[src/rtl/io_tick_divider_bank.sv]
// Bank of NUM_CH programmable tick dividers (source tick -> divided tick strobe + 50% level).
// Latency: tick_out is registered, high the cycle after the terminal-count step.
// Backpressure: none; clk_en=0 freezes counters while config writes still land in the shadow.
// Optional build macro IO_TICK_CASCADE_EN: SRC=3 on channel k>0 follows tick_out[k-1].
module io_tick_divider_bank #(
    parameter int NUM_CH = 4,
    parameter int DIV_W  = 12,
    parameter int ADDR_W = 3
) (
    input  logic                sys_clk,
    input  logic                sync_rst,
    input  logic                clk_en,
    input  logic [2:0]          src_tick,
    input  logic [ADDR_W-1:0]   ConfigurationAddr,
    input  logic                ConfigWriteEnUpper,
    input  logic                ConfigWriteEnLower,
    input  logic [15:0]         ConfigInput,
    output logic [15:0]         ConfigOutput,
    output logic [NUM_CH-1:0]   tick_out,
    output logic [NUM_CH-1:0]   level_out
);

    // Global control register sits directly above the channel registers.
    localparam logic [ADDR_W-1:0] GLB_ADDR = ADDR_W'(NUM_CH);

    // Per-channel configuration as held in the shadow register.
    typedef struct packed {
        logic             en;
        logic [1:0]       src;
        logic [DIV_W-1:0] n;
    } ch_cfg_t;

    logic              glb_sel;
    logic              resync;
    logic [DIV_W-1:0]  n_lane;
    logic [NUM_CH-1:0] src3;
    logic [NUM_CH-1:0] en_bits;
    logic [15:0]       rd_word [NUM_CH];

    // Bit 15 and any N bits at or above DIV_W are reserved and deliberately dropped.
    logic unused_cfg_bits;
    assign unused_cfg_bits = ^ConfigInput;

    assign glb_sel = (ConfigurationAddr == GLB_ADDR);

    // RESYNC is a one-cycle strobe from the write itself; nothing stores it, so it self-clears.
    assign resync  = clk_en & ConfigWriteEnLower & glb_sel & ConfigInput[0];

    // Byte-lane enable per divisor bit: bits 7:0 belong to the lower lane, 11:8 to the upper.
    always_comb begin
        n_lane = '0;
        for (int b = 0; b < DIV_W; b++) begin
            n_lane[b] = (b < 8) ? ConfigWriteEnLower : ConfigWriteEnUpper;
        end
    end

    // Source 3 routing: either the shared src_tick[2] or the previous channel's tick strobe.
`ifdef IO_TICK_CASCADE_EN
    assign src3[0] = src_tick[2];
    for (genvar k = 1; k < NUM_CH; k++) begin : g_casc
        assign src3[k] = tick_out[k-1];
    end
`else
    assign src3 = {NUM_CH{src_tick[2]}};
`endif

    for (genvar i = 0; i < NUM_CH; i++) begin : g_ch
        localparam logic [ADDR_W-1:0] CH_ADDR = ADDR_W'(i);

        ch_cfg_t          shadow_q;
        ch_cfg_t          shadow_d;
        // Reloads always take N straight from the shadow, so only the source select is kept live.
        logic [1:0]       active_src_q;
        logic [DIV_W-1:0] cnt_q;
        logic             en_act_q;
        logic             tick_q;
        logic             level_q;
        logic             ch_sel;
        logic             en_eff;
        logic             src_hit;
        logic             step;
        logic [15:0]      rd_w;

        assign ch_sel = (ConfigurationAddr == CH_ADDR);

        // Merge byte-lane writes into the shadow copy.
        always_comb begin
            shadow_d = shadow_q;
            if (ch_sel) begin
                shadow_d.n = (shadow_q.n & ~n_lane) | (ConfigInput[DIV_W-1:0] & n_lane);
                if (ConfigWriteEnUpper) begin
                    shadow_d.src = ConfigInput[13:12];
                    shadow_d.en  = ConfigInput[14];
                end
            end
        end

        // Pick the tick source named by the live (not shadow) source select.
        always_comb begin
            case (active_src_q)
                2'd0:    src_hit = 1'b1;
                2'd1:    src_hit = src_tick[0];
                2'd2:    src_hit = src_tick[1];
                default: src_hit = src3[i];
            endcase
        end

        // Clearing EN in the shadow stops counting immediately; setting it waits for en_act_q,
        // which gives one cycle to preload CNT from the new N.
        assign en_eff = en_act_q & shadow_q.en;
        assign step   = clk_en & en_eff & src_hit;

        // Shadow capture, divider count, boundary reload and output strobes.
        always_ff @(posedge sys_clk) begin
            if (sync_rst) begin
                shadow_q     <= '0;
                active_src_q <= '0;
                cnt_q        <= '0;
                en_act_q     <= 1'b0;
                tick_q       <= 1'b0;
                level_q      <= 1'b0;
            end else begin
                shadow_q <= shadow_d;
                tick_q   <= 1'b0;
                if (clk_en) begin
                    if (!en_eff) begin
                        // Idle: follow the shadow so enabling starts from a clean period.
                        active_src_q <= shadow_q.src;
                        cnt_q        <= shadow_q.n;
                        level_q      <= 1'b0;
                        en_act_q     <= shadow_q.en;
                    end else if (resync) begin
                        // Phase alignment: restart the period without emitting a tick.
                        active_src_q <= shadow_q.src;
                        cnt_q        <= shadow_q.n;
                        level_q      <= 1'b0;
                    end else if (step) begin
                        if (cnt_q == '0) begin
                            // Period boundary: the only point a retune takes effect.
                            active_src_q <= shadow_q.src;
                            cnt_q        <= shadow_q.n;
                            tick_q       <= 1'b1;
                            level_q      <= ~level_q;
                        end else begin
                            cnt_q <= cnt_q - DIV_W'(1);
                        end
                    end
                end
            end
        end

        // Readback image of the shadow with reserved bits as zero.
        always_comb begin
            rd_w              = '0;
            rd_w[DIV_W-1:0]   = shadow_q.n;
            rd_w[13:12]       = shadow_q.src;
            rd_w[14]          = shadow_q.en;
        end

        assign rd_word[i]   = rd_w;
        assign en_bits[i]   = shadow_q.en;
        assign tick_out[i]  = tick_q;
        assign level_out[i] = level_q;
    end

    // Combinational readback: channel shadow, global enable summary, or zero when unmapped.
    always_comb begin
        ConfigOutput = '0;
        for (int i = 0; i < NUM_CH; i++) begin
            if (ConfigurationAddr == ADDR_W'(i)) begin
                ConfigOutput = rd_word[i];
            end
        end
        if (glb_sel) begin
            ConfigOutput[NUM_CH-1:0] = en_bits;
        end
    end

endmodule

[config.mk]
export PLATFORM = sky130hd
export DESIGN_NAME = io_tick_divider_bank
export DESIGN_NICKNAME = d
export VERILOG_FILES = /design/src/rtl/io_tick_divider_bank.sv
export SDC_FILE = /design/constraint.sdc
export NUM_CORES = 1
export LEC_CHECK = 0
export CAP_MARGIN = 20
export CORE_UTILIZATION = 48
export CTS_BUF_LIST = sky130_fd_sc_hd__clkbuf_16
export CTS_CLUSTER_DIAMETER = 30
export CTS_CLUSTER_SIZE = 12
export DETAILED_ROUTE_END_ITERATION = 6
export PLACE_DENSITY = 0.8
export SLEW_MARGIN = 20
export SYNTH_ARGS = -nofsm -noshare
export SYNTH_HDL_FRONTEND = slang
export SYNTH_SLANG_ARGS = --single-unit
[constraint.sdc]
create_clock -name sys_clk -period 3.12 [get_ports sys_clk]
set_input_delay 0.624 -clock sys_clk [delete_from_list [all_inputs] [get_ports sys_clk]]
set_output_delay 0.624 -clock sys_clk [all_outputs]
set_load 0.01 [all_outputs]
Yosys cells after proc, flatten, opt, wreduce, memory -nomap -nowiden. Index checks and enable logic that the tools add are counted.

Bits in registers: 128. Latch bits: 0. RAM bits: 0. Memory bits (read-only): 0. Input port bits: 27. Output and inout bits: 24. Logic and storage cells: 184. Memories kept: 0.

Add/subtract/negate cells: 4. Multiply operators: 0. Divide/modulo/power cells: 0. $lt $le $gt $ge: 0. Equality and inequality tests: 20. Shift operators: 0. Mux-type cells: 61. Bitwise operators: 38. Reductions and logical operators: 29.

Operators by type and width (number): $mux W12 (16); $and A12 B12 Y12 (5); $logic_not A12 Y1 (4); $mux W16 (3); $or A12 B12 Y12 (4); $sub A12 B1 Y12 const B (4); $mux W2 (16); $ne A3 B2 Y1 const B (8); $reduce_and A2 Y1 (12); $mux W1 (20); $reduce_or A5 Y1 (4); $and A1 B1 Y1 (15); $mux W15 (1); $not A1 Y1 (13); $not A12 Y12 (1); $pmux W1 S3 (4); $reduce_and A3 Y1 (4); $eq A2 B1 Y1 const B (4); $eq A2 B2 Y1 const B (4); $logic_not A2 Y1 (4); $eq A3 B2 Y1 const B (2); $mux W4 (1); $eq A3 B1 Y1 const B (1); $eq A3 B3 Y1 const B (1); $logic_not A3 Y1 (1).

Logic depth before layout (Yosys ltp). Gate-level depths: netlist (run 1).

Depth after elaboration: 6. Mapped depth: 11.

Least setup slack after synthesis (run 1). No wires, ideal clock.

Kind: input -> output. Start: input ConfigurationAddr[1]. End: output ConfigOutput[2]. Data arrival time: 1.823 ns. Path slack: 0.673 ns. Stages: 5. Cells stage by stage: buf_1 -> buf_1 -> mux4_2 -> inv_1 -> o22ai_1.

Word-level cells in the longest chain between the ends: 6. Elaborated cells between the ends (all ways): 10. Those cells by class: eq/ne: 4; mux: 5; reduce/logical: 1.

RTL lines: start: declaration (line 14) `input logic [ADDR_W-1:0] ConfigurationAddr,`; $logic_not A3 Y1 (line 170) `if (ConfigurationAddr == ADDR_W'(i)) begin`; $mux W15 (line 170); $mux W16 (3 in series) (line 170); $mux W4 * (line 174) `if (glb_sel) begin`; end: declaration (line 18) `output logic [15:0] ConfigOutput,`.

Every way passes the cells marked *; elsewhere a longest branch is shown, timed or not.

Worst setup path after layout (run 1).
Start: input ConfigurationAddr[1]. End: output ConfigOutput[14].

Word-level cells in the longest chain between the ends: 5. Elaborated cells between the ends (all ways): 8. Those cells by class: eq/ne: 3; mux: 4; reduce/logical: 1.

RTL lines (line): $logic_not A3 Y1 (170); $mux W15 (170); $mux W16 (2 in series) (170); $mux W16 * (170).

Marks and branches as above.

==> run_summary.xml, run 1 <==
<?xml version="1.0" encoding="UTF-8"?>
<metrics>
  <group name="sta">
    <metric name="min_period" unit="ns">3.07</metric>
    <metric name="fin_skew" unit="ns">0.00503</metric>
    <metric name="maxSlewViolCount" unit="">0</metric>
    <metric name="hold_viol_final" unit="">0</metric>
    <metric name="fin_crit_sh" unit="%">98.5</metric>
    <metric name="finalSetupTns" unit="ns">0</metric>
    <metric name="worst_slew_margin_rel" unit="%">58.9</metric>
    <metric name="fmax" unit="MHz">325</metric>
    <metric name="number_of_setup_violations_in_the_final_report" unit="">0</metric>
    <metric name="tightestPinTransition" unit="ns">0.614</metric>
  </group>
  <group name="worst_setup_path">
    <metric name="crit_path_cell_trace" unit="">clkdlybuf4s50_1 &gt; buf_12 &gt; mux4_2 &gt; nor2b_1 &gt; clkdlybuf4s50_1</metric>
    <metric name="critical_path_depth" unit="">5</metric>
    <metric name="cp-startpoint" unit="">ConfigurationAddr[1]</metric>
    <metric name="reg2reg_from" unit="">g_ch[0].cnt_q[0]</metric>
    <metric name="critPathMostFrequentCell" unit="">sky130_fd_sc_hd__clkdlybuf4s50_1</metric>
    <metric name="critical_path_buf_inv_count" unit="">3</metric>
    <metric name="worst-endpoint-arrival" unit="ns">2.45</metric>
    <metric name="critPathSlowestCell" unit="">sky130_fd_sc_hd__mux4_2</metric>
    <metric name="critical-path-max-stage-delay" unit="ns">0.53</metric>
    <metric name="start_kind" unit="">primary input</metric>
    <metric name="rrSetupSlack" unit="ns">0.68</metric>
    <metric name="critical_path.reg2reg.endpoint" unit="">g_ch[0].cnt_q[5]</metric>
    <metric name="cp_max_fo" unit="">16</metric>
    <metric name="type_of_the_setup_path_with_the_least_slack" unit="">primary input to output pin</metric>
    <metric name="worst-r2r-cell-count" unit="">7</metric>
    <metric name="critical_path_required" unit="ns">2.50</metric>
    <metric name="critical_path.top_delay_family" unit="">buffers and inverters</metric>
    <metric name="setup.worst_path.end" unit="">ConfigOutput[14]</metric>
    <metric name="timing.critical_path.to_type" unit="">output pin</metric>
  </group>
  <group name="clocking">
    <metric name="holdBufCountCts" unit="">0</metric>
    <metric name="clock_latency" unit="ns">0.42</metric>
    <metric name="clock_tree_from_tritoncts" unit="">done</metric>
    <metric name="clk_pin_slew_worst_paths" unit="ns">0.05</metric>
    <metric name="cts.htree.levels" unit="">4</metric>
    <metric name="clockRootBuffer" unit="">sky130_fd_sc_hd__clkbuf_16</metric>
    <metric name="cts-buffers-inserted" unit="">17</metric>
    <metric name="clock_sink_count" unit="">128</metric>
    <metric name="cts_buffer_depth" unit="">2</metric>
  </group>
  <group name="route">
    <metric name="detail_route.iter0.violations" unit="">765</metric>
    <metric name="post_drt_wl_per_cell" unit="um">18.3</metric>
    <metric name="drc_errors" unit="">0</metric>
    <metric name="detail-route-antenna-nets" unit="">0</metric>
    <metric name="drt-total-wl" unit="mm">18.9</metric>
    <metric name="vias" unit="">6345</metric>
    <metric name="via_per_inst" unit="">6.12</metric>
    <metric name="detailedRoute.firstPassIterationCount" unit="">5</metric>
  </group>
  <group name="finish">
    <metric name="final_core_util" unit="%">59.7</metric>
    <metric name="final.fill_count" unit="">1186</metric>
    <metric name="nets" unit="">883</metric>
    <metric name="final_area" unit="mm^2">0.00803</metric>
    <metric name="multi_input_comb_area" unit="mm^2">0.00374</metric>
    <metric name="post_route_cells_drive_above_1_share" unit="%">9.53</metric>
    <metric name="seq_area" unit="mm^2">0.00256</metric>
    <metric name="antennaDiodeCount" unit="">0</metric>
    <metric name="stdcell_count" unit="">1036</metric>
    <metric name="area_delta_synth_final" unit="%">19.3</metric>
  </group>
  <group name="global_routing">
    <metric name="grt_max_degree" unit="">50</metric>
    <metric name="antenna_found_initial" unit="">0</metric>
    <metric name="global_route.peak_usage_layer" unit="">met2</metric>
    <metric name="vias_in_the_first_global_route" unit="">5715</metric>
    <metric name="grt_first_pass_wirelength" unit="mm">29.8</metric>
    <metric name="globalRouteMet1Util" unit="%">36.7</metric>
    <metric name="gr-total-overflow" unit="">0</metric>
    <metric name="grtUsageMet3" unit="%">5.66</metric>
    <metric name="grt_util_met2" unit="%">41.7</metric>
    <metric name="grt_util_all_layers" unit="%">26.8</metric>
  </group>
  <group name="synthesis">
    <metric name="netlist_instances" unit="">805</metric>
    <metric name="synthTopCellsByArea" unit="">sky130_fd_sc_hd__dfxtp_1, sky130_fd_sc_hd__mux2i_1, sky130_fd_sc_hd__a21oi_1</metric>
    <metric name="post_synthesis_mean_instance_area" unit="um^2">8.36</metric>
    <metric name="synthDominantCellAreaShare" unit="%">38.1</metric>
    <metric name="synth_seq_area_share" unit="%">38.1</metric>
    <metric name="synth.net_count" unit="">840</metric>
    <metric name="dominantRegCellSynth" unit="">sky130_fd_sc_hd__dfxtp_1</metric>
    <metric name="number_of_distinct_library_cells_after_synthesis" unit="">57</metric>
    <metric name="netlist_area" unit="mm^2">0.00673</metric>
    <metric name="yosysWarnings" unit="">0</metric>
    <metric name="synth_enable_flop_cells" unit="">0</metric>
    <metric name="number_of_storage_elements_in_the_synthesis_netlist" unit="">128</metric>
    <metric name="netlist.top_cell.by_area" unit="">sky130_fd_sc_hd__dfxtp_1</metric>
    <metric name="postSynth.asyncResetShare" unit="%">0</metric>
  </group>
  <group name="floorplan">
    <metric name="placeableCoreArea" unit="mm^2">0.0135</metric>
    <metric name="start_util" unit="%">50.0</metric>
    <metric name="placement_row_count" unit="">42</metric>
    <metric name="die_height" unit="um">120</metric>
    <metric name="io_pins" unit="">51</metric>
    <metric name="die_area" unit="mm^2">0.0145</metric>
    <metric name="die_width" unit="um">120</metric>
  </group>
  <group name="placement">
    <metric name="dpl_cell_area" unit="mm^2">0.00744</metric>
    <metric name="dp_cells" unit="">1004</metric>
    <metric name="place.port_buffers" unit="">48</metric>
    <metric name="detailedPlacementHpwl" unit="mm">13.5</metric>
    <metric name="placer_congestion_estimate" unit="">0.912</metric>
  </group>
  <group name="status">
    <metric name="outcome" unit="">complete, no violations</metric>
  </group>
  <group name="min_path">
    <metric name="worst_hold_path.num_cells" unit="">2</metric>
    <metric name="timing.hold.worst.class" unit="">flip-flop to flip-flop</metric>
  </group>
  <group name="power_and_ir_drop">
    <metric name="p_leak" unit="nW">2.91</metric>
    <metric name="total_power" unit="W">0.00398</metric>
    <metric name="vdd_drop_max" unit="mV">0.387</metric>
    <metric name="power_per_cell_area" unit="mW/mm^2">495</metric>
  </group>
  <group name="run">
    <metric name="maxCapViolations" unit="">0</metric>
  </group>
</metrics>
## worst min path at each step
stage	startpoint	endpoint	slack, ns
global placement	g_ch[0].cnt_q[10]	g_ch[0].cnt_q[10]	0.46
detailed placement	g_ch[0].cnt_q[10]	g_ch[0].cnt_q[10]	0.47
finish	g_ch[0].cnt_q[10]	g_ch[0].cnt_q[10]	0.47
global route	g_ch[2].cnt_q[7]	g_ch[2].cnt_q[7]	0.49
CTS	g_ch[0].cnt_q[10]	g_ch[0].cnt_q[10]	0.48
floorplan	g_ch[3].en_act_q	g_ch[3].tick_q	0.44
## where the power goes
group / internal (W) / switching [W] / total, W
Sequential: 0.00166 / 0.0000311 / 0.00170
Clock: 0.00122 / 0.000690 / 0.00191
Combinational: 0.000153 / 0.000221 / 0.000374
Total: 0.00304 / 0.000942 / 0.00398
## repair_timing
item | 4_1_cts | 5_1_grt
endpoints found under the setup margin | 2 | 9
gates cloned | 0 | 1
pin swaps | 0 | 0
setup buffers | 0 | 0
gates resized for setup | 2 | 3
## cell usage after synthesis, types with 5 or more instances
cell                       count
sky130_fd_sc_hd__nand4_1       6
sky130_fd_sc_hd__buf_2         6
sky130_fd_sc_hd__o21ai_0      15
sky130_fd_sc_hd__or3_1         5
sky130_fd_sc_hd__mux4_2       15
sky130_fd_sc_hd__nor2_1       66
sky130_fd_sc_hd__nor3b_1       5
sky130_fd_sc_hd__o22ai_1       5
sky130_fd_sc_hd__dfxtp_1     128
sky130_fd_sc_hd__ha_1          8
sky130_fd_sc_hd__nand2b_1      8
sky130_fd_sc_hd__clkbuf_1     37
sky130_fd_sc_hd__a31oi_1       7
sky130_fd_sc_hd__or4_1         9
sky130_fd_sc_hd__nor3_1       23
sky130_fd_sc_hd__o32ai_1      27
sky130_fd_sc_hd__nor2b_1      15
sky130_fd_sc_hd__inv_1        42
sky130_fd_sc_hd__buf_4         9
sky130_fd_sc_hd__nand3_1      31
sky130_fd_sc_hd__a21o_1        5
sky130_fd_sc_hd__nor4b_1       5
sky130_fd_sc_hd__nand2_1      98
sky130_fd_sc_hd__o21ai_1       7
sky130_fd_sc_hd__nor4_1       15
sky130_fd_sc_hd__a21oi_1      84
sky130_fd_sc_hd__mux2i_1      64
## final cells by class
type	instances	area share [%]
timing repair buffer	81	9.94
inverter	42	1.96
tap	176	2.74
multi-input combinational	578	46.5
clock inverter	14	1.67
sequential	128	31.9
clock buffer	17	5.30
## per-stage QoR
stage	hold WS, ns	setup slack (ns)
after floorplan	0.443	0.673
after global placement	0.460	-0.00938
after detailed placement	0.466	-0.00556
after CTS	0.476	0.00165
after global routing	0.489	-0.00280
final	0.473	0.0469
## cell usage in the layout, fill, tap and decap left out, types with 6 or more instances in the layout
cell,Yosys,layout
sky130_fd_sc_hd__dfxtp_1,128,128
sky130_fd_sc_hd__nand2_1,98,98
sky130_fd_sc_hd__a21oi_1,84,84
sky130_fd_sc_hd__nor2_1,66,66
sky130_fd_sc_hd__mux2i_1,64,64
sky130_fd_sc_hd__inv_1,42,46
sky130_fd_sc_hd__clkdlybuf4s50_1,0,42
sky130_fd_sc_hd__nand3_1,31,31
sky130_fd_sc_hd__buf_4,9,29
sky130_fd_sc_hd__o32ai_1,27,27
sky130_fd_sc_hd__nor3_1,23,23
sky130_fd_sc_hd__clkbuf_16,0,18
sky130_fd_sc_hd__mux4_2,15,15
sky130_fd_sc_hd__nor4_1,15,15
sky130_fd_sc_hd__o21ai_0,15,15
sky130_fd_sc_hd__nor2b_1,15,14
sky130_fd_sc_hd__or4_1,9,9
sky130_fd_sc_hd__nand2b_1,8,8
sky130_fd_sc_hd__ha_1,8,8
sky130_fd_sc_hd__o21ai_1,7,7
sky130_fd_sc_hd__a31oi_1,7,7
sky130_fd_sc_hd__nand4_1,6,6
## cells by family after synthesis
group | synth area share, %
and+or+nand+nor | 22.5
AOI/OAI and AO/OA | 16.9
DFF | 38.1
buffers and inverters | 6.47
muxes | 14.5
adders and majority gates | 1.49
other | 0.0557
## worst reg2reg max path: stages, from the launching register on
cell and delay [ns]:
sky130_fd_sc_hd__dfxtp_1 0.33, sky130_fd_sc_hd__inv_1 0.14, sky130_fd_sc_hd__ha_1 0.16, sky130_fd_sc_hd__or4b_1 0.41, sky130_fd_sc_hd__or3_1 0.48, sky130_fd_sc_hd__and2_4 0.30
sky130_fd_sc_hd__mux2i_1 0.15, sky130_fd_sc_hd__a2111oi_0 0.36
## per-layer routing
metal,vias up,share of wire (%)
li1,3000,-
met1,2994,44
met2,311,45
met3,40,8.9
met4,0,2.0
met5,-,0
Power figures use the tool's default switching activity.
==> run 2, diff against run 1 <==
- SETUP_SLACK_MARGIN: default -> 0.1
==> run_summary.xml, run 2 (synthesized netlist as in run 1, its figures left out) <==
<?xml version="1.0" encoding="UTF-8"?>
<metrics>
  <group name="placement">
    <metric name="placer_congestion_estimate" unit="">0.912</metric>
    <metric name="detailedPlacementHpwl" unit="mm">13.5</metric>
    <metric name="dp_cells" unit="">1004</metric>
    <metric name="place.port_buffers" unit="">48</metric>
    <metric name="dp_slack" unit="ns">-0.00556</metric>
  </group>
  <group name="route">
    <metric name="vias" unit="">6378</metric>
    <metric name="drc_errors" unit="">0</metric>
    <metric name="detail-route-antenna-nets" unit="">0</metric>
    <metric name="detailedRoute.firstPassIterationCount" unit="">5</metric>
    <metric name="drt-total-wl" unit="mm">19.0</metric>
    <metric name="post_drt_wl_per_cell" unit="um">18.3</metric>
    <metric name="via_per_inst" unit="">6.14</metric>
    <metric name="detail_route.iter0.violations" unit="">624</metric>
  </group>
  <group name="worst_setup_path">
    <metric name="type_of_the_setup_path_with_the_least_slack" unit="">primary input to output pin</metric>
    <metric name="cp-startpoint" unit="">ConfigurationAddr[1]</metric>
    <metric name="rrSetupSlack" unit="ns">0.70</metric>
    <metric name="cp_max_fo" unit="">10</metric>
    <metric name="worst-endpoint-arrival" unit="ns">2.36</metric>
    <metric name="critical_path_required" unit="ns">2.50</metric>
    <metric name="setup.worst_path.end" unit="">ConfigOutput[8]</metric>
    <metric name="timing.critical_path.to_type" unit="">output pin</metric>
    <metric name="critical_path.reg2reg.endpoint" unit="">g_ch[0].cnt_q[5]</metric>
    <metric name="worst-r2r-cell-count" unit="">7</metric>
    <metric name="reg2reg_from" unit="">g_ch[0].cnt_q[0]</metric>
    <metric name="start_kind" unit="">primary input</metric>
  </group>
  <group name="global_routing">
    <metric name="grt_util_all_layers" unit="%">27.0</metric>
    <metric name="antenna_found_initial" unit="">0</metric>
    <metric name="gr-total-overflow" unit="">0</metric>
    <metric name="vias_in_the_first_global_route" unit="">5765</metric>
    <metric name="grt_max_degree" unit="">50</metric>
    <metric name="grt_first_pass_wirelength" unit="mm">30.0</metric>
  </group>
  <group name="sta">
    <metric name="tightestPinTransition" unit="ns">0.623</metric>
    <metric name="worst_slew_margin_rel" unit="%">58.3</metric>
    <metric name="layout_setup_ws" unit="ns">0.140</metric>
    <metric name="hold_viol_final" unit="">0</metric>
    <metric name="finalSetupTns" unit="ns">0</metric>
    <metric name="fin_skew" unit="ns">0.00464</metric>
    <metric name="number_of_setup_violations_in_the_final_report" unit="">0</metric>
    <metric name="fin_worst_hold_slack" unit="ns">0.472</metric>
    <metric name="min_period" unit="ns">2.98</metric>
    <metric name="maxSlewViolCount" unit="">0</metric>
    <metric name="setup_repair_after_global_routing_missed_its_margin" unit="">no</metric>
    <metric name="fin_crit_sh" unit="%">95.5</metric>
    <metric name="fmax" unit="MHz">336</metric>
  </group>
  <group name="power_and_ir_drop">
    <metric name="switchingPower" unit="W">0.000946</metric>
    <metric name="seq_power_share" unit="%">42.5</metric>
    <metric name="clockPowerShare" unit="%">48.0</metric>
    <metric name="share_comb_of_total_power" unit="%">9.4</metric>
    <metric name="internal_power_consumption" unit="W">0.00304</metric>
    <metric name="power_per_cell_area" unit="mW/mm^2">495</metric>
    <metric name="p_leak" unit="nW">2.98</metric>
    <metric name="vdd_drop_max" unit="mV">0.394</metric>
    <metric name="swShare" unit="%">23.7</metric>
  </group>
  <group name="finish">
    <metric name="antennaDiodeCount" unit="">0</metric>
    <metric name="stdcell_count" unit="">1038</metric>
    <metric name="nets" unit="">885</metric>
    <metric name="final_common_cell" unit="">sky130_fd_sc_hd__dfxtp_1</metric>
    <metric name="post_route_cells_drive_above_1_share" unit="%">9.74</metric>
    <metric name="final_core_util" unit="%">59.8</metric>
    <metric name="most-common-layout-cells" unit="">sky130_fd_sc_hd__dfxtp_1, sky130_fd_sc_hd__nand2_1, sky130_fd_sc_hd__a21oi_1</metric>
    <metric name="area_delta_synth_final" unit="%">19.6</metric>
    <metric name="final.fill_count" unit="">1187</metric>
  </group>
  <group name="min_path">
    <metric name="timing.hold.worst.class" unit="">flip-flop to flip-flop</metric>
    <metric name="hold_path_startpoint" unit="">g_ch[0].cnt_q[10]</metric>
  </group>
  <group name="clocking">
    <metric name="clockRootBuffer" unit="">sky130_fd_sc_hd__clkbuf_16</metric>
    <metric name="cts_buffer_depth" unit="">2</metric>
    <metric name="clock_tree_from_tritoncts" unit="">done</metric>
    <metric name="clock_latency" unit="ns">0.42</metric>
    <metric name="cts.htree.levels" unit="">4</metric>
    <metric name="clk_pin_slew_worst_paths" unit="ns">0.05</metric>
    <metric name="clock_sink_count" unit="">128</metric>
    <metric name="cts-buffers-inserted" unit="">17</metric>
  </group>
  <group name="floorplan">
    <metric name="placement_row_count" unit="">42</metric>
    <metric name="start_util" unit="%">50.0</metric>
    <metric name="die_width" unit="um">120</metric>
    <metric name="die_area" unit="mm^2">0.0145</metric>
    <metric name="die_height" unit="um">120</metric>
    <metric name="placeableCoreArea" unit="mm^2">0.0135</metric>
    <metric name="io_pins" unit="">51</metric>
  </group>
  <group name="run">
    <metric name="maxCapViolations" unit="">0</metric>
  </group>
  <group name="status">
    <metric name="outcome" unit="">complete, no violations</metric>
  </group>
</metrics>
-- run 2: cell count changes in the layout (fill, tap and decap cells not counted) --
cell,before,now
sky130_fd_sc_hd__buf_4,29,31
sky130_fd_sc_hd__bufbuf_16,0,1
sky130_fd_sc_hd__clkbuf_16,18,17
sky130_fd_sc_hd__clkdlybuf4s50_1,42,35
sky130_fd_sc_hd__dlygate4sd2_1,2,8
sky130_fd_sc_hd__dlymetal6s2s_1,3,4
-- run 2: critical path, cell delays in order --
cell                              delay, ns
sky130_fd_sc_hd__clkdlybuf4s50_1       0.50
sky130_fd_sc_hd__buf_12                0.15
sky130_fd_sc_hd__buf_4                 0.14
sky130_fd_sc_hd__mux4_2                0.31
sky130_fd_sc_hd__nor2b_1               0.15
sky130_fd_sc_hd__clkdlybuf4s50_1       0.48
-- run 2: worst min-delay path by stage --
stage | to | slack, ns | cells after the start
after floorplan | g_ch[3].tick_q | 0.44 | 2
after global placement | g_ch[0].cnt_q[10] | 0.46 | 2
after detailed placement | g_ch[0].cnt_q[10] | 0.47 | 2
after CTS | g_ch[0].cnt_q[10] | 0.48 | 2
after global routing | g_ch[2].cnt_q[7] | 0.49 | 2
final | g_ch[0].cnt_q[10] | 0.47 | 2
-- run 2: per-layer routing --
layer,global-route usage [%],up-vias,share of wire (%)
met5,0,-,0
met4,9.18,0,1.8
met3,6.75,32,8.5
met2,42.0,300,45
met1,36.5,3038,44
li1,-,3008,-
-- run 2: power groups by stage --
stage          clock (W)  combinational, W  sequential [W]
3_3_place_gp           0          0.000355         0.00173
5_1_grt          0.00200          0.000409         0.00170
2_1_floorplan          0          0.000231         0.00172
3_5_place_dp           0          0.000361         0.00173
6_report         0.00191          0.000376         0.00170
4_1_cts          0.00191          0.000370         0.00169
-- run 2: repair_timing --
item,4_1_cts,5_1_grt
endpoints found under the setup margin,15,4
hold endpoints to repair,0,0
hold buffers,0,0
buffers inserted,2,0
gates cloned,1,0
pin swaps,0,0
gates resized for setup,8,4
-- run 2: area by class of cell --
| cell class | instances | area [um^2] | area share, % |
|---|---|---|---|
| repair buffers | 83 | 816 | 10.1 |
| clock inverters | 14 | 134 | 1.66 |
| multi-input cells | 578 | 3740 | 46.4 |
| well taps | 176 | 220 | 2.74 |
| flip-flops and latches | 128 | 2560 | 31.8 |
| clock buffers | 17 | 425 | 5.28 |
| inverters | 42 | 158 | 1.96 |
-- run 2: metrics by stage --
stage / total power [W] / cell area, um^2
floorplan: 0.00195 / 6730
global placement: 0.00208 / 7440
detailed placement: 0.00209 / 7440
CTS: 0.00398 / 8040
global route: 0.00410 / 8050
finish: 0.00398 / 8050
==> RTL edit (config.mk and constraints of run 1) <==
`NUM_CH`: 4 -> 8.
--- a/src/rtl/io_tick_divider_bank.sv
+++ b/src/rtl/io_tick_divider_bank.sv
@@ -5,3 +5,3 @@
 module io_tick_divider_bank #(
-    parameter int NUM_CH = 4,
+    parameter int NUM_CH = 8,
     parameter int DIV_W  = 12,
Ports: changed (resized level_out and tick_out); port bits go from 51 to 59. No check against the original RTL was run, so the function may have changed too.
==> RTL edit against run 1 <==
- total power grew to 2.6 times the old value
- setup slack worse by 7.2 ps
- via count is 120% higher
- synthesized cell count is 110% higher
- routed wire length is 140% higher
- largest power group unchanged
- register-to-register slack better by 200 ps
- non-clock buffer count is 90 higher
- highest routed layer is now met5
- synthesized area is 100% higher
- cell area is 110% higher
- sequential cell count is 128 higher
==> RTL edit: results (changes against run 1) <==
- The maximum fanout encountered on the critical timing path was 9 (-7).
- The worst setup slack after placement came to -254 ps (-249 ps).
- The max-capacitance violation count was 0 (unchanged).
- The first-pass GRT wire length is 70.6 mm (+140%).
- The DRC marker count from the first detailed-route iteration is 1645 (+120%).
- The total number of nets in the final design is 1789 (+100%).
- The post-placement cell count came to 2067 (+110%).
- The total cell area at the placement stage was 14800 sq um (+99%).
- The average instance area after synthesis is 8.17 sq um (-2.3%).
- The count of H-tree levels built during CTS came to 2 (-2).
- The setup fix buffers added after clock tree synthesis is 0 (unchanged).
- The number of buffers added by the clock tree synthesis step is 55 (+38).
- The first-pass iteration count of the detailed router is 6 (+1).
- The largest voltage drop on the vdd net came to 0.000465 V (+20%).
- The proportion of synthesized chip area in sequential cells was 38.0% (-0.11 points).
- The ratio of cells with drive above 1 in the final layout is 15.3% (+5.8 points).
- The latest clock arrival within the worst-skew pair is 570 ps (+150 ps).
- The headroom to the max-slew limit is 30.4% (-29 points).
- The average wire length per cell after detail routing is 21.0 microns (+15%).
- The number of distinct library cells after synthesis is 66 (+16%).
- The via count of the first global-routing pass is 12870 (+130%).
- In the post-synthesis netlist, the biggest area contributors are dfxtp_1 38%, mux2i_1 7.3%, a21oi_1 6.5%.
- The via density per instance is 6.34 (+3.5%).
- The run finished with clean final reports.
- The most used flip-flop cell after synthesis is dfxtp_1.
- The static leakage came to 0.00614 uW (+110%).
- The weighted congestion reported at the end of routability-driven placement is 1.01 (+11%).
- The largest net degree at the start of global routing came to 230 (+360%).
- The buffer levels on the longest clock path is 3 (+1).
- The final standard cell count with taps included and fillers excluded was 2170 (+110%).
- The count of input and output buffers is 56 (+17%).
- The data arrival time of the critical path is between 2000 and 2500 ps.
- The global-route total usage across every layer is 31.4% (+4.6 points).
- The number of antenna violations at the first check in global routing was 1 (+1).
- After synthesis, the most frequently instantiated cells are 256 x dfxtp_1, 204 x nand2_1, 175 x a21oi_1.
- The estimated wirelength of the detail-placed design is 31.6 mm (+130%).
- The post-synth net total is 1696 (+100%).
- The filler cell count is 2276 (+92%).
- The switching share of power was 24.9% (+1.3 points).
- The maximum clock skew at final layout is 17.1 ps (+12.1 ps).
[RTL edit: stage by stage]
| step | util (%) | TNS [ps] |
|---|---|---|
| 3_5_place_dp | 53.5 | -2150 |
| 2_1_floorplan | - | 0 |
| 4_1_cts | 60.5 | 0 |
| 5_1_grt | 60.6 | 0 |
| 6_report | 60.6 | 0 |
| 3_3_place_gp | 53.5 | -982 |
[RTL edit: final timing paths]
path,start,end,slack (ps),cells after the start
worst max-delay path,ConfigurationAddr[1],ConfigOutput[5],40,6
worst min-delay path,flop,flop,460,2
worst max register to register,g_ch[2].cnt_q[0]$_SDFFE_PP0P_,g_ch[2].cnt_q[10]$_SDFFE_PP0P_,880,8
worst min register to register,flop,flop,460,2
[RTL edit: power by group through the flow]
stage                     logic (uW)  registers [uW]  clock network [uW]
after floorplan                  529            3450                   0
after global placement           785            3480                   0
after detailed placement         798            3490                   0
after CTS                        809            3430                5960
after global routing             889            3430                6160
final                            834            3430                5950
[RTL edit: cell type report]
class,count,share of cell area [%]
Multi-Input combinational cell,1196,44.9
Antenna cell,1,0.0149
Sequential cell,256,30.5
Clock inverter,46,3.08
Clock buffer,56,8.35
Inverter,66,1.48
Timing Repair Buffer,171,8.83
Tap cell,378,2.82
[RTL edit: what timing repair did]
| action | in CTS | in global routing |
|---|---|---|
| pin swaps | 1 | 1 |
| endpoints found under the setup margin | 9 | 6 |
| gates resized for setup | 9 | 10 |
| cloned | 0 | 0 |
[RTL edit: logic make-up after synthesis]
group | share of synthesized area [%]
AO/OA/AOI/OAI | 19.7
adder cells (fa/ha/maj) | 1.48
buffers and inverters | 6.36
flip-flops | 38.0
multiplexers | 11.9
other | 0.0278
AND/OR/NAND/NOR | 22.6
[RTL edit: tightest hold or removal path, cell delays in order, from the launching register on]
cell and delay [ps]:
dfxtp_1 310, nand2_1 50, a21oi_1 50
[RTL edit: layer usage]
layer  track usage, %  share of wire (%)  vias up
met5                0              0.024        -
met4             17.4                5.3        2
met3             5.29                9.3      172
met2             49.9                 46      762
met1             40.4                 40     6561
li1                 -                  -     6264
